**config.mk**
```make
export PLATFORM = sky130hd
export DESIGN_NAME = bcd_to_binary_seq
export DESIGN_NICKNAME = d
export VERILOG_FILES = /design/src/rtl/bcd_pkg.sv /design/src/rtl/bcd_digit_adjust.sv /design/src/rtl/bcd_to_binary_seq.sv
export SDC_FILE = /design/constraint.sdc
export NUM_CORES = 1
export LEC_CHECK = 0
export CORE_UTILIZATION = 53
export CTS_CLUSTER_DIAMETER = 150
export DETAILED_ROUTE_END_ITERATION = 16
export PLACE_DENSITY = 0.78
export SLEW_MARGIN = 20
export SYNTH_ARGS = -nofsm -noshare
export SYNTH_HDL_FRONTEND = slang
export SYNTH_SLANG_ARGS = --single-unit
```
**constraint.sdc**
```tcl
create_clock -name clock -period 2.4 [get_ports clock]
set_clock_uncertainty 0.15 [all_clocks]
set_input_delay 0.72 -clock clock [delete_from_list [all_inputs] [get_ports clock]]
set_output_delay 0.72 -clock clock [all_outputs]
set_load 0.01 [all_outputs]
```
**src/rtl/bcd_pkg.sv**
```systemverilog
// Shared definitions for the BCD-to-binary converter: FSM encodings and
// decimal-correction constants.
package bcd_pkg;

   typedef enum logic [1:0] {
      ST_IDLE  = 2'd0,
      ST_SHIFT = 2'd1,
      ST_DONE  = 2'd2
   } state_t;

   localparam logic [3:0] BCD_NIBBLE_MAX = 4'd9;
   localparam logic [3:0] BCD_ADJ_THRESH = 4'd8;
   localparam logic [3:0] BCD_ADJ_VAL    = 4'd3;

   function automatic logic nibble_bad(input logic [3:0] nib);
      return nib > BCD_NIBBLE_MAX;
   endfunction

endpackage

```
**src/rtl/bcd_digit_adjust.sv**
```systemverilog
// Per-digit correction after a right shift: a digit that received a bit worth 5
// from its upper neighbour shows up as >= 8 and is pulled back by 3.
module bcd_digit_adjust
   import bcd_pkg::*;
(
   input  logic [3:0] din,
   output logic [3:0] dout
);

   assign dout = (din >= BCD_ADJ_THRESH) ? din - BCD_ADJ_VAL : din;

endmodule

```
**src/rtl/bcd_to_binary_seq.sv**
```systemverilog
// Sequential BCD-to-binary converter (reverse double dabble), one bit per clock,
// with invalid-digit detection and saturation on overflow.
module bcd_to_binary_seq
   import bcd_pkg::*;
#(
   parameter int DIGITS    = 3,
   parameter int BIN_WIDTH = 10
) (
   input  logic                   clock,
   input  logic                   reset_n,
   input  logic                   start,
   input  logic [4*DIGITS-1:0]    bcd,
   output logic                   ready,
   output logic                   done,
   output logic [BIN_WIDTH-1:0]   bin,
   output logic                   invalid,
   output logic                   overflow
);

   localparam int DW = 4 * DIGITS;
   localparam int CW = $clog2(BIN_WIDTH + 1);
   localparam logic [CW-1:0] LAST = CW'(BIN_WIDTH);

   state_t           state;
   logic [DW-1:0]    dreg;
   logic [DW-1:0]    dreg_sh;
   logic [DW-1:0]    dreg_adj;
   logic [BIN_WIDTH-1:0] breg;
   logic [CW-1:0]    count;
   logic             bad;

   assign dreg_sh = dreg >> 1;

   for (genvar g = 0; g < DIGITS; g++) begin : g_adj
      bcd_digit_adjust u_adj (
         .din  (dreg_sh[4*g +: 4]),
         .dout (dreg_adj[4*g +: 4])
      );
   end

   always_comb begin
      bad = 1'b0;
      for (int i = 0; i < DIGITS; i++) bad = bad | nibble_bad(bcd[4*i +: 4]);
   end

   // An invalid word spends one SHIFT cycle zeroing the registers and jumping the
   // counter to terminal, so completion reports bin=0 with no overflow.
   always_ff @(posedge clock) begin
      if (!reset_n) begin
         state    <= ST_IDLE;
         ready    <= 1'b1;
         done     <= 1'b0;
         bin      <= '0;
         invalid  <= 1'b0;
         overflow <= 1'b0;
         dreg     <= '0;
         breg     <= '0;
         count    <= '0;
      end else begin
         case (state)
            ST_IDLE: begin
               done <= 1'b0;
               if (start) begin
                  dreg     <= bcd;
                  breg     <= '0;
                  count    <= '0;
                  invalid  <= bad;
                  overflow <= 1'b0;
                  ready    <= 1'b0;
                  state    <= ST_SHIFT;
               end
            end
            ST_SHIFT: begin
               if (count == LAST) begin
                  overflow <= (dreg != '0);
                  bin      <= (dreg != '0) ? '1 : breg;
                  done     <= 1'b1;
                  state    <= ST_DONE;
               end else if (invalid) begin
                  dreg  <= '0;
                  breg  <= '0;
                  count <= LAST;
               end else begin
                  dreg  <= dreg_adj;
                  breg  <= {dreg[0], breg[BIN_WIDTH-1:1]};
                  count <= count + 1'b1;
               end
            end
            ST_DONE: begin
               done  <= 1'b0;
               ready <= 1'b1;
               state <= ST_IDLE;
            end
            default: begin
               done  <= 1'b0;
               ready <= 1'b1;
               state <= ST_IDLE;
            end
         endcase
      end
   end

endmodule

```
## Word-level counts from Yosys, hierarchy flattened

Cells that the tools add are included.

| storage, ports and cells | value |
|---|---|
| bits in writable memories | 0 |
| memories | 0 |
| ROM bits | 0 |
| latch bits | 0 |
| flip-flop bits (word level) | 42 |

| cells by class | value |
|---|---|
| reductions and logical operators | 10 |
| bitwise logic cells | 3 |
| shift operators | 0 |
| multiply operators | 0 |
| divide/modulo/power cells | 0 |
| $lt $le $gt $ge | 6 |
| add/sub/neg operators | 4 |
| eq/ne operators | 5 |
| muxes and demuxes | 23 |

Operators with widths:

| cell | count |
|---|---|
| $mux 10 | 4 |
| $mux 12 | 3 |
| $mux 4 | 6 |
| $pmux 12 s2 | 1 |
| $pmux 10 s2 | 1 |
| $gt 4x4->1 const B | 3 |
| $reduce_bool 12->1 | 1 |
| $reduce_and 2->1 | 5 |
| $ge 4x4->1 const B | 2 |
| $pmux 4 s2 | 1 |
| $sub 4x2->4 const B | 2 |
| $ne 2x2->1 const B | 3 |
| $reduce_and 3->1 | 2 |
| $add 4x1->4 const B | 1 |
| $eq 4x4->1 const B | 1 |
| $ge 3x4->1 const B | 1 |
| $mux 2 | 2 |
| $pmux 1 s2 | 2 |
| $pmux 2 s2 | 1 |
| $sub 3x2->4 const B | 1 |
| $eq 2x1->1 const B | 1 |
| $logic_not 2->1 | 1 |
| $mux 1 | 2 |
| $or 1x1->1 | 2 |
| 2 further kinds | 2 |

## Logic depth before layout (Yosys ltp)

Gate-level depths: netlist of run 1.

| depth | value |
|---|---|
| depth in word-level cells | 5 |
| depth in mapped cells | 8 |

## By module

From an unflattened synthesis of run 1, not the netlist that was laid out.

| second synthesis, totals | value |
|---|---|
| cell total of the unflattened synthesis | 237 |
| area total of the unflattened synthesis | 2245.9 um^2 |

Modules (own cells, without submodules):

| module | sequential area each (um^2) | area an instance (um^2) | times used | cells each |
|---|---|---|---|---|
| bcd_to_binary_seq | 840.8 | 2016.9 | 1 | 204 |
| bcd_digit_adjust | 0.0 | 76.3 | 3 | 11 |

## Least setup slack after synthesis of run 1

Ideal clock, no wire load.

| timing path | value |
|---|---|
| path type | input port to flip-flop |
| start point | in start |
| end point | reg breg[0] |
| stages | 5 |
| arrival | 1.557 ns |
| path buffers | 1 |
| slack | 0.577 ns |
| path through | or3b_1 -> nand2_1 -> nor2_1 -> buf_2 -> a22o_1 |

| on the way | value |
|---|---|
| word-level cells in the longest chain between the ends | 2 |

Ends and longest elaborated chain:

| item | RTL line | source |
|---|---|---|
| start: declaration | bcd_to_binary_seq.sv:11 | `input logic start,` |
| $ne 2x2->1 (no line) | -- |  |
| $reduce_and 3->1 (no line) | -- |  |
| end signal: assignment | bcd_to_binary_seq.sv:85 | `breg <= {dreg[0], breg[BIN_WIDTH-1:1]};` |
| end: declaration | bcd_to_binary_seq.sv:28 | `logic [BIN_WIDTH-1:0] breg;` |

No other way between the ends.
A chain may end at the register's enable or synchronous reset.

## Worst setup path after layout of run 1

| timing path | value |
|---|---|
| start point | reg count[0] |
| end point | reg breg[8] |

| on the way | value |
|---|---|
| word-level cells in the longest chain between the ends | 3 |

Ends and longest elaborated chain:

| item | RTL line | source |
|---|---|---|
| start: declaration | bcd_to_binary_seq.sv:29 | `logic [CW-1:0] count;` |
| start signal: assignment | bcd_to_binary_seq.sv:86 | `count <= count + 1'b1;` |
| $eq 4x4->1 | bcd_to_binary_seq.sv:74 | `if (count == LAST) begin` |
| $ne 2x2->1 (no line) | -- |  |
| $reduce_and 3->1 (no line) | -- |  |

No other way between the ends.

==> results by group, run 1 <==
Final layout
  • Layout cell share with drive strength beyond 1: 13.4%
  • Diode count: 0
  • Fin util: 67.9%
  • Area added between synthesis and finish: 21.1%
  • Register area: 841 um2
  • Nets: between 200 and 300
  • Fill cells: 293
  • Cell Count, Final, Fillers Out: 277
  • Multi-input logic area: 936 um2

Setup path
  • FF-to-FF Start: count[0]$_SDFFE_PN0P_
  • CP Class: reg -> reg
  • Arrival @ worst endpoint: 2370 ps
  • Slowest library cell on the worst path: nor2_1
  • Data required time at the worst endpoint: 2550 ps
  • Critical Path Max Stage Delay: 610 ps
  • Flop-to-flop setup slack: 180 ps
  • Crit end category: register
  • CP cell instances: inv_1 -> ha_1 -> and3b_1 -> nor2_1 -> nor2_1 -> a22o_1
  • Critical path launch point type: register
  • Critical path origin: count[0]$_SDFFE_PN0P_
  • Worst R2R Path Depth: 6
  • CP most frequent cell: nor2_1
  • R2r endpoint: breg[8]$_SDFFE_PN0P_
  • Largest fanout on the critical path: 11

Timing
  • Fin. max-slew vios: 0
  • Tmin final: 2220 ps
  • Fmax: 0.450 GHz
  • Measured slew at the worst slew-check pin: 772 ps
  • RSZ-0062 raised after global routing: no
  • Final Hold Viols: 0
  • Setup TNS Final: 0 ps
  • Final worst-path cycle share: approximately 93%
  • Slew HR: 48.3%
  • Hold_ws: ~330 ps
  • Final setup viols: 0

Floorplan
  • Die H: a little over 60 um
  • Top Ports: 29
  • Num rows: 21
  • Die ar.: 3800 um2
  • Die Width: 61.6 um
  • Core area: 3360 um2
  • Starting Density: between 50% and 60%

Placement
  • Final RePlAce weighted congestion: 0.782
  • IO Port Bufs: 28
  • Dpl hpwl: about 2.9 mm
  • Post-placement cell count: 269

Logic synthesis
  • Syn Nets: 220
  • Sequential area share after synthesis: 44.6%
  • Post-synth EDFFs: 0
  • Most numerous cell in the Yosys netlist: dfxtp_1
  • Synth async-reset ratio: 0%
  • Top FF cell, synth: dfxtp_1
  • Syn Inst Count: 199
  • Library cells used by synthesis: 43
  • Synthesized area per cell: 9.48 um2
  • Post-synth top area share: roughly 45%
  • Post-Syn Area: approximately 1900 um2
  • Register bit total from synthesis: 42
  • Synth warnings: 0
  • Synth top cells by count: dfxtp_1, a21oi_1, o21ai_0
  • Area leader, netlist: dfxtp_1
  • Synth top area cells: dfxtp_1, o21ba_2, a22o_1, a21oi_1, ha_1

Route
  • First DRT Iteration DRCs: 67
  • Detail Route Antenna Nets: 0
  • DRC Markers: 0
  • Routed length per instance: roughly 15 um
  • DRT Wirelength: a little over 4 mm
  • Drt via density: just under 6
  • TritonRoute pass-1 iters: 4
  • Routed vias: 1631

Hold path
  • Hold path depth: 2
  • Hold Path Origin: done$_SDFFE_PN0P_
  • Hold EP: done$_SDFFE_PN0P_
  • Hold crit path type: reg -> reg

Pwr
  • Clock power share: roughly 27%
  • Internal power: between 0.9 and 1 mW
  • Total chip power: about 1.3 mW
  • Leak: 0.895 nW
  • Comb power frac: 14.4%
  • Flop pwr share: 58.4%
  • Power per Cell Area: 567 nW/um2
  • Sw power: 0.363 mW
  • Peak VDD IR: 447 uV
  • Sw frac: ~28%

Global routing
  • Initial antenna violation count: 0
  • Largest net degree at the start of global routing: 22
  • Vias in the first global route: 1571
  • GR Util All Layers: 24.0%
  • Grt ovf: 0
  • First-pass GRT wire length: 6.82 mm

Clocking
  • # clock sinks: 42
  • CTS HTree Levels: 2
  • Hold_buf cts: 0
  • CTS Buf Count: 5
  • Post-CTS sizing: 0
  • CTS tree: done
  • Postcts setup bufs: 0
  • Worst-path clk slew: 130 ps
  • Root Driver: clkbuf_4
  • Clock Path Buffers: 2
  • Clock Latency Late Sink: 360 ps

Status
  • Outcome: completed

Run
  • MaxCap Viol Count: 0
-- cell families after synthesis --
logic type      after synthesis  share of synthesized area [%]
buf+inv                      22                           5.77
xor+xnor                      4                           1.86
compound gates               77                           30.1
fa+ha+maj                     6                           3.98
simple gates                 48                           13.7
flops                        42                           44.6
-- sequential cells by signal (all words and copies together), names as in the netlist --
| register | flops |
|---|---|
| done | 1 |
| invalid | 1 |
| ready | 1 |
| overflow | 1 |
| breg | 10 |
| count | 4 |
| dreg | 12 |
| bin | 10 |
| state | 2 |
-- area by class of cell --
| type | count | share of cell area [%] |
|---|---|---|
| Clock buffer | 6 | 1.81 |
| Tap cell | 46 | 2.52 |
| Timing Repair Buffer | 37 | 15.8 |
| Inverter | 9 | 1.48 |
| Multi-Input combinational cell | 135 | 41.0 |
| Sequential cell | 42 | 36.8 |
| Clock inverter | 2 | 0.603 |
-- per-layer routing --
metal  wire, um  GRT usage, %  vias to the layer above
met4         55          8.89                        0
met5          0             0                        -
met1       1940          31.0                      807
met2       1960          39.9                       32
met3        139          4.20                        7
li1           -             -                      785
-- cells in the final DEF, fill, tap and decap left out, types with 4 or more instances in the layout --
cell type and instances:
a22o_1 10, a22oi_1 4, nand2_1 12, dfxtp_1 42, buf_4 8, inv_1 9, nor2_1 11, ha_1 6
a221oi_1 4, clkdlybuf4s50_1 28, a21oi_1 17, o21ba_2 10, o21ai_0 14, clkbuf_4 5
-- per-stage QoR --
| step | area (um2) | setup WS (ps) |
|---|---|---|
| 6_report | 2280 | 179 |
| 5_1_grt | 2280 | 26.8 |
| 4_1_cts | 2280 | 191 |
| 3_5_place_dp | 2230 | -52.9 |
| 3_3_place_gp | 2230 | 14.5 |
| 2_1_floorplan | 1890 | 577 |
-- critical path: cells and delay by family (launching register included) --
family | cells | cell delay, ps
buffers and inverters | 1 | 70
adder cells (fa/ha/maj) | 1 | 160
AO/OA/AOI/OAI | 1 | 260
flip-flops | 1 | 370
AND/OR/NAND/NOR | 3 | 1140
-- worst max path at each step --
| stage | end | cells after the start | slack (ps) |
|---|---|---|---|
| 2_1_floorplan | breg[0]$_SDFFE_PN0P_ | 5 | 580 |
| 6_report | breg[8]$_SDFFE_PN0P_ | 6 | 180 |
| 4_1_cts | breg[8]$_SDFFE_PN0P_ | 6 | 190 |
| 3_3_place_gp | breg[0]$_SDFFE_PN0P_ | 5 | 10 |
| 3_5_place_dp | breg[8]$_SDFFE_PN0P_ | 5 | -50 |
| 5_1_grt | breg[8]$_SDFFE_PN0P_ | 6 | 30 |
-- power by group through the flow --
stage	registers, mW	logic [mW]	clock network (mW)
after CTS	0.755	0.186	0.352
after global routing	0.760	0.208	0.376
after detailed placement	0.770	0.185	0
final	0.755	0.187	0.352
after global placement	0.768	0.176	0
after floorplan	0.764	0.119	0
Note: power is estimated with default switching activity, not from simulation.
==> inputs of run 2 (changes only) <==
--- a/config.mk
+++ b/config.mk
@@ -5,7 +5,8 @@
 export SDC_FILE = /design/constraint.sdc
 export NUM_CORES = 1
 export LEC_CHECK = 0
-export CORE_UTILIZATION = 53
+export ABC_AREA = 1
+export CORE_UTILIZATION = 54
 export CTS_CLUSTER_DIAMETER = 150
 export DETAILED_ROUTE_END_ITERATION = 16
 export PLACE_DENSITY = 0.78
==> results by group, run 2 <==
Setup path
  • Largest fanout on the critical path: 4 (was 11)
  • Critical Path Max Stage Delay: 570 ps (was 610 ps)
  • Arrival @ worst endpoint: 1280 ps (was 2370 ps)
  • Worst R2R Path Depth: 8 (was 6)
  • Slowest library cell on the worst path: clkdlybuf4s50_1 (was nor2_1)
  • Data required time at the worst endpoint: 1530 ps (was 2550 ps)
  • Cell depth of the worst setup path: 1 (was 6)
  • CP cell instances: clkdlybuf4s50_1 (was inv_1 -> ha_1 -> and3b_1 -> nor2_1 -> nor2_1 -> a22o_1)
  • CP Class: reg -> out (was reg -> reg)
  • Critical path's top delay family: buffers and inverters (was simple AND/OR/NAND/NOR gates)
  • Crit end category: output port (was register)
  • Critical path launch point type: register (unchanged)
  • Worst path bufs/invs: 1 (unchanged)

Pwr
  • Sw frac: 27.5% (was 28.0%)
  • Power per Cell Area: 602 nW/um2 (was 567 nW/um2)
  • Peak VDD IR: 473 uV (was 447 uV)
  • Flop pwr share: 50.0% (was 58.4%)
  • Clock power share: 34.3% (was 27.2%)
  • Sw power: 0.420 mW (was 0.363 mW)
  • Internal power: 1.11 mW (was 0.931 mW)
  • Leak: 1.20 nW (was 0.895 nW)
  • Comb power frac: 15.6% (was 14.4%)

Logic synthesis
  • Syn Inst Count: 318 (was 199)
  • Synthesized area per cell: 6.78 um2 (was 9.48 um2)
  • Synth warnings: 0 (unchanged)
  • Register bit total from synthesis: 42 (unchanged)
  • Most numerous cell in the Yosys netlist: nand2_1 (was dfxtp_1)
  • Synth async-reset ratio: 0% (unchanged)
  • Synth top area cells: dfxtp_1, nand2_1, inv_1, nor2_1, nand4_1 (was dfxtp_1, o21ba_2, a22o_1, a21oi_1, ha_1)
  • Syn Nets: 339 (was 220)
  • Post-synth EDFFs: 0 (unchanged)
  • Library cells used by synthesis: 23 (was 43)
  • Area leader, netlist: dfxtp_1 (unchanged)
  • Sequential area share after synthesis: 39.0% (was 44.6%)
  • Post-Syn Area: 2160 um2 (was 1890 um2)
  • Synth top cells by count: nand2_1, dfxtp_1, inv_1 (was dfxtp_1, a21oi_1, o21ai_0)
  • Top FF cell, synth: dfxtp_1 (unchanged)
  • Post-synth top area share: 39.0% (was 44.6%)

Placement
  • IO Port Bufs: 28 (unchanged)
  • Place WS: 182 ps (was -52.9 ps)
  • Post-placement cell count: 382 (was 269)
  • Dpl hpwl: 3.16 mm (was 2.88 mm)
  • Final RePlAce weighted congestion: 0.805 (was 0.782)

Timing
  • Slew HR: 55.8% (was 48.3%)
  • Final Hold Viols: 0 (unchanged)
  • Hold_ws: 320 ps (was 334 ps)
  • RSZ-0062 raised after global routing: no (unchanged)
  • Setup ws final: 252 ps (was 179 ps)
  • Setup TNS Final: 0 ps (unchanged)
  • Fin. max-slew vios: 0 (unchanged)
  • Fmax: 0.466 GHz (was 0.450 GHz)
  • Final setup viols: 0 (unchanged)
  • Tmin final: 2150 ps (was 2220 ps)
  • Measured slew at the worst slew-check pin: 661 ps (was 772 ps)
  • Final worst-path cycle share: 89.5% (was 92.6%)

Global routing
  • Largest net degree at the start of global routing: 24 (was 22)
  • Vias in the first global route: 1815 (was 1571)
  • GR Util All Layers: 24.3% (was 24.0%)
  • Grt ovf: 0 (unchanged)
  • Initial antenna violation count: 0 (unchanged)
  • First-pass GRT wire length: 7.97 mm (was 6.82 mm)

Clocking
  • Postcts setup bufs: 0 (unchanged)
  • CTS tree: done (unchanged)
  • CTS Buf Count: 5 (unchanged)
  • Post-CTS sizing: 0 (unchanged)
  • # clock sinks: 42 (unchanged)
  • Worst-path clk slew: 80 ps (was 130 ps)
  • CTS HTree Levels: 2 (unchanged)
  • Hold_buf cts: 0 (unchanged)
  • Clock Path Buffers: 2 (unchanged)
  • Clock Latency Late Sink: 290 ps (was 360 ps)
  • Root Driver: clkbuf_8 (was clkbuf_4)

Floorplan
  • Starting Density: 57.6% (was 56.1%)
  • Num rows: 22 (was 21)
  • Core area: 3740 um2 (was 3360 um2)
  • Die ar.: 4250 um2 (was 3800 um2)
  • Die Width: 65.2 um (was 61.6 um)
  • Die H: 65.2 um (was 61.6 um)
  • Top Ports: 29 (unchanged)

Status
  • Outcome: completed (unchanged)

Final layout
  • Nets: 362 (was 251)
  • Most common cell after layout, fill and taps aside: nand2_1 (was dfxtp_1)
  • Diode count: 0 (unchanged)
  • Area added between synthesis and finish: 17.6% (was 21.1%)
  • Top flop regs: dreg (12), bin (10), breg (10) (unchanged)
  • Most flop-heavy register: dreg (unchanged)
  • Max FFs per register: 12 (unchanged)
  • Cell Count, Final, Fillers Out: 390 (was 277)
  • Layout cell share with drive strength beyond 1: 9.65% (was 13.4%)
  • Leading cell types in the layout, fill and taps excluded: nand2_1, dfxtp_1, inv_1, nor2_1, clkdlybuf4s50_1 (was dfxtp_1, clkdlybuf4s50_1, a21oi_1, o21ai_0, nand2_1)
  • Fill cells: 379 (was 293)
  • Fin util: 67.7% (was 67.9%)

Route
  • First DRT Iteration DRCs: 118 (was 67)
  • Drt via density: 4.95 (was 5.89)
  • DRT Wirelength: 4.44 mm (was 4.10 mm)
  • Detail Route Antenna Nets: 0 (unchanged)
  • TritonRoute pass-1 iters: 4 (unchanged)
  • Routed length per instance: 11.4 um (was 14.8 um)
  • DRC Markers: 0 (unchanged)
  • Routed vias: 1929 (was 1631)

Run
  • MaxCap Viol Count: 0 (unchanged)

Hold path
  • Hold path depth: 2 (unchanged)
  • Hold crit path type: reg -> reg (unchanged)
## run 2: changes by cell type after synthesis, sizes merged, moves of 11 or more
cell,delta
nor2,+25
nand3,+13
inv,+34
a21oi,-11
o21ai,+13
nand4,+12
nand2,+100
## run 2: final cells by class
class                      instances  area [um2]  area share (%)
tap                               48        60.1            2.37
timing repair buffer              31         303            11.9
inverter                          43         161            6.37
clock buffer                       8         110            4.34
multi-input combinational        218        1060            41.8
sequential                        42         841            33.2
## run 2: stage by stage
step           power (mW)  area (um2)
4_1_cts              1.54        2530
6_report             1.52        2530
3_5_place_dp         1.02        2420
3_3_place_gp         1.01        2420
2_1_floorplan       0.958        2160
5_1_grt              1.61        2530
## run 2: cells by family (layout without fill, tap and decap cells)
group	Yosys count	count (layout)	synth area share (%)
AO/OA/AOI/OAI	33	33	9.23
adder cells (fa/ha/maj)	6	6	3.48
AND/OR/NAND/NOR	177	177	35.6
XOR/XNOR	2	2	0.813
buffers and inverters	58	82	11.8
flip-flops	42	42	39.0
## run 2: per-layer routing
| metal | vias up | routed length (um) | track usage (%) |
|---|---|---|---|
| met3 | 6 | 124 | 6.25 |
| li1 | 1023 | - | - |
| met1 | 875 | 2270 | 32.5 |
| met5 | - | 0 | 0 |
| met2 | 25 | 1970 | 37.6 |
| met4 | 0 | 79 | 8.97 |
## run 2: path summary, 6_finish.rpt
| check | from | to | slack, ps |
|---|---|---|---|
| max | invalid$_SDFFE_PN0P_ | invalid | 250 |
| min | done$_SDFFE_PN0P_ | done$_SDFFE_PN0P_ | 320 |
| max reg2reg | count[0]$_SDFFE_PN0P_ | bin[5]$_SDFFE_PN0P_ | 600 |
| min reg2reg | done$_SDFFE_PN0P_ | done$_SDFFE_PN0P_ | 320 |
## run 2: power by group through the flow
stage | logic (mW) | clock network (mW) | registers [mW]
detailed placement | 0.237 | 0 | 0.779
global route | 0.274 | 0.567 | 0.768
global placement | 0.233 | 0 | 0.778
floorplan | 0.193 | 0 | 0.765
finish | 0.238 | 0.524 | 0.763
CTS | 0.238 | 0.537 | 0.763
## run 2: tightest hold or removal path, cell delays in order, from the launching register on
cell     delay, ps
dfxtp_1        310
nand3_1         70
nand2_1         50
